--- src/rtl/checker_mem_arbiter.sv ---
// checker_mem_arbiter: round-robin two-master Wishbone arbiter for the checker program memory,
// with the grant locked for the whole bus cycle and a per-access watchdog that ends a hung access with err.
module checker_mem_arbiter #(
   parameter int TIMEOUT = 255,
   parameter int CNT_W   = 16
) (
   input  logic        sys_clk,
   input  logic        sys_rst_n,
   input  logic [31:0] m0_adr_i,
   input  logic [31:0] m0_dat_i,
   input  logic [3:0]  m0_sel_i,
   input  logic        m0_we_i,
   input  logic        m0_stb_i,
   input  logic        m0_cyc_i,
   output logic [31:0] m0_dat_o,
   output logic        m0_ack_o,
   output logic        m0_err_o,
   input  logic [31:0] m1_adr_i,
   input  logic [31:0] m1_dat_i,
   input  logic [3:0]  m1_sel_i,
   input  logic        m1_we_i,
   input  logic        m1_stb_i,
   input  logic        m1_cyc_i,
   output logic [31:0] m1_dat_o,
   output logic        m1_ack_o,
   output logic        m1_err_o,
   output logic [31:0] s_adr_o,
   output logic [31:0] s_dat_o,
   output logic [3:0]  s_sel_o,
   output logic        s_we_o,
   output logic        s_stb_o,
   output logic        s_cyc_o,
   input  logic [31:0] s_dat_i,
   input  logic        s_ack_i,
   output logic [1:0]  gnt_o
);
   typedef enum logic [1:0] {IDLE, G0, G1} state_t;
   state_t           state_q, state_d;
   logic             last_q, last_d;
   logic [CNT_W-1:0] wd_q, wd_d;
   logic             g0, g1, stb_raw, timeout;
   assign g0 = state_q == G0;
   assign g1 = state_q == G1;
   assign gnt_o = {g1, g0};
   assign m0_dat_o = s_dat_i;
   assign m1_dat_o = s_dat_i;
   always_comb begin
      s_adr_o  = g0 ? m0_adr_i : g1 ? m1_adr_i : '0;
      s_dat_o  = g0 ? m0_dat_i : g1 ? m1_dat_i : '0;
      s_sel_o  = g0 ? m0_sel_i : g1 ? m1_sel_i : '0;
      s_we_o   = g0 ? m0_we_i  : g1 ? m1_we_i  : 1'b0;
      s_cyc_o  = g0 ? m0_cyc_i : g1 ? m1_cyc_i : 1'b0;
      stb_raw  = g0 ? m0_stb_i : g1 ? m1_stb_i : 1'b0;
      // a same-cycle ack beats the watchdog
      timeout  = stb_raw && !s_ack_i && wd_q == CNT_W'(TIMEOUT);
      s_stb_o  = stb_raw && !timeout;
      m0_ack_o = s_ack_i && g0;
      m1_ack_o = s_ack_i && g1;
      m0_err_o = timeout && g0;
      m1_err_o = timeout && g1;
      state_d  = state_q == IDLE ? (m0_cyc_i && (!m1_cyc_i || last_q) ? G0 : m1_cyc_i ? G1 : IDLE)
               : state_q == G0   ? (m0_cyc_i ? G0 : m1_cyc_i ? G1 : IDLE)
               : state_q == G1   ? (m1_cyc_i ? G1 : m0_cyc_i ? G0 : IDLE)
               : IDLE;
      last_d   = g0 && state_d != G0 ? 1'b0 : g1 && state_d != G1 ? 1'b1 : last_q;
      wd_d     = state_d != state_q || s_ack_i || timeout ? '0
               : stb_raw ? wd_q + CNT_W'(1) : wd_q;
   end
   always_ff @(posedge sys_clk or negedge sys_rst_n) begin
      if (!sys_rst_n) begin
         state_q <= IDLE;
         last_q  <= 1'b1;
         wd_q    <= '0;
      end else begin
         state_q <= state_d;
         last_q  <= last_d;
         wd_q    <= wd_d;
      end
   end
endmodule

--- config.mk ---
export PLATFORM = sky130hd
export DESIGN_NAME = checker_mem_arbiter
export DESIGN_NICKNAME = d
export VERILOG_FILES = /design/src/rtl/checker_mem_arbiter.sv
export SDC_FILE = /design/constraint.sdc
export NUM_CORES = 1
export LEC_CHECK = 0
export BUFFER_PORTS_ARGS = -buffer_cell sky130_fd_sc_hd__clkbuf_2
export CAP_MARGIN = 10
export CORE_AREA = 10 10 116 118
export DETAILED_ROUTE_END_ITERATION = 7
export DIE_AREA = 0 0 126 128
export HOLD_SLACK_MARGIN = 0.05
export SETUP_SLACK_MARGIN = 0.5
export SLEW_MARGIN = 5
export SYNTH_ARGS = -nofsm -noshare
export SYNTH_HDL_FRONTEND = slang
export SYNTH_SLANG_ARGS = --single-unit
--- constraint.sdc ---
create_clock -name sys_clk -period 2.38 [get_ports sys_clk]
set_input_delay 0.119 -clock sys_clk [delete_from_list [all_inputs] [get_ports sys_clk]]
set_output_delay 0.119 -clock sys_clk [all_outputs]
set_load 0.01 [all_outputs]
==> qor.yml <==
fin_nets: 617
drive_above_1_share_pct: 62.6
rsz0062_at_grt: "true"
cpMaxStageDelayCell: "or4_4"
synth-main-ff-cell: "dfrtp_1"
relSlewSlack_pct: 64.2
synthCells: 271
ys_types: 48
worst_pin_slew_ns: 0.537
ys_ff_latch: 19
synth-edff-count: 0
die_w_um: 126
path_cells: "ha_2 > and2_4 > nand2_2 > or4_4 > nor3b_2 > buf_2"
io_buffers: 221
drt_first_iter_violations: 125
wl_per_cell_um: 21.9
synthArstFlopShare_pct: 100
worst_hold_path_type: "in2reg"
coreArea_mm2: 0.0112
cts_buffers: 3
grt_first_pass_wirelength_mm: 17.5
cts_tree: "built"
wl_mm: 12.7
synth_fp_nets: 449
max_stage_delay_ns: 0.54
ir_drop_mv: 0.218
antenna_found_initial: 0
ys_top_cells_by_count: "a22o_1, buf_4, dfrtp_1, clkbuf_1, nor2_1"
setup-violations-final: 0
timing_hold_violations_final: 0
setup_tns_ns: 0
cts-root-buf: "clkbuf_16"
cts.sink_count: 19
min_period_ns: 2.01
crit_arrival_ns: 1.89
clockBufferDepth: 2
synth_most_common_cell: "a22o_1"
worstSkewPairLatency_ns: 0.25
grt_max_degree: 42
synthTopCellsByArea: "a22o_1, buf_4, dfrtp_1, clkbuf_1, nor2_1"
num_rows: 39
crit_path_start_kind: "register"
grt_overflow: 0
netlist_area_mm2: 0.00232
critPathMaxFanout: 3
seq_area_frac_synth_pct: 20.5
clock_skew_ns: 0.00420
first_pass_iters: 4
endpoint_kind: "primary output"
slew_violations: 0
period_share_pct: 84.3
h-tree-depth: 1
path_clk_slew_ns: 0.06
area_growth_pct: 50.9
maxCapViolations: 0
critPathKind: "reg2out"
avgSynthCellArea_um2: 8.57
via_per_inst: 4.80
gp_congestion: 0.887
max_clock_freq_mhz: 499
whs_ns: 0.135
ios: 318
yosys.area.top_type: "a22o_1"
ys_warn_count: 0
grt_pass1_vias: 2897
outcome: "finished clean"
drc: 0
powerDensity_mw_per_mm2: 624
cp.required_ns: 2.26
start_util_pct: 20.7
netlist.area_leader.share_pct: 26.0
dieArea_mm2: 0.0161
track_usage_pct: 13.6
vias: 2787
dp_hpwl_mm: 10.3
dieHeight_um: 128
power.leakage_nw: 1.89
postRouteAntennaNets: 0
diodes: 0
==> cell families (layout without fill, tap and decap cells) <==
logic type / Yosys count / count (layout) / share of synthesized area [%]
AOI/OAI and AO/OA: 96 / 96 / 33.7
and+or+nand+nor: 55 / 55 / 14.8
muxes: 4 / 4 / 1.72
buffers and inverters: 88 / 255 / 25.7
adders and majority gates: 1 / 1 / 0.538
xor gates and xnor gates: 8 / 8 / 3.02
DFF: 19 / 19 / 20.5
==> metrics by stage <==
stage	setup WS, ns	power, mW	instance area (um2)	instances	utilization [%]
3_3_place_gp	0.386	1.60	3090	554	27.5
2_1_floorplan	0.677	1.16	2320	271	-
4_1_cts	0.387	2.09	3370	573	30.0
5_1_grt	0.304	2.33	3510	581	31.2
3_5_place_dp	0.358	1.61	3090	554	27.5
6_report	0.374	2.19	3510	581	31.2
==> power by group <==
group	internal, mW	switching, mW
clock	0.228	0.121
combinational	0.721	0.754
sequential	0.348	0.0167
==> registers in the layout (all words and copies together), names as in the netlist <==
signal   flops
wd_q        16
state_q      2
last_q       1
==> critical path: cells and delay by family (launching register included) <==
family	cells	cell delay, ns
simple gates	4	0.91
flops	1	0.37
fa+ha+maj	1	0.20
buf+inv	1	0.15
==> cell type report <==
cell class	count	area, um2
Clock buffer	4	78.8
Fill cell	1165	7720
Sequential cell	19	477
Multi-Input combinational cell	164	1300
Tap cell	143	179
Inverter	1	3.75
Timing Repair Buffer	250	1470
==> routing by layer <==
| metal | up-vias | track usage (%) | part of all wire (%) |
|---|---|---|---|
| met4 | 0 | 2.08 | 0.90 |
| met2 | 228 | 22.8 | 49 |
| met1 | 1265 | 13.6 | 33 |
| met3 | 15 | 10.3 | 18 |
| li1 | 1279 | - | - |
| met5 | - | 0 | 0 |
==> layout by cell type, fill, tap and decap left out, types with 3 or more instances in the layout <==
cell type	Yosys	routed
o211ai_1	4	4
buf_6	1	4
nand3_1	3	3
nand2_1	6	5
a22o_1	69	69
o21ai_0	7	7
mux2i_1	4	4
a21oi_1	6	6
nor3b_1	3	3
buf_4	68	20
buf_2	3	4
clkbuf_16	0	4
nor2_1	15	14
dfrtp_1	18	18
clkbuf_2	0	213
xor2_1	6	6
and2_1	4	3
or3_1	4	4
buf_12	0	5
==> path summary, 6_finish.rpt <==
check                      slack (ns)  startpoint  cells past startpoint         end
hold / removal                   0.13    m0_cyc_i                      2  state_q[0]
hold reg to reg                  0.50      last_q                      2      last_q
max in group asynchronous        1.66   sys_rst_n                      2      last_q
setup reg to reg                 0.52  state_q[1]                      6     wd_q[0]
setup / recovery                 0.37     wd_q[1]                      6    m1_err_o
min in group asynchronous        0.36   sys_rst_n                      2     wd_q[9]
==> timing repair <==
item                                    CTS  global route
gates resized for setup                  12            23
gates cloned                              2             1
pin swaps                                 4             3
buffers inserted                         12             7
hold buffers                              1             0
endpoints found under the setup margin   62            79
hold endpoints to repair                 18             0
(Power assumes the default switching activity.)
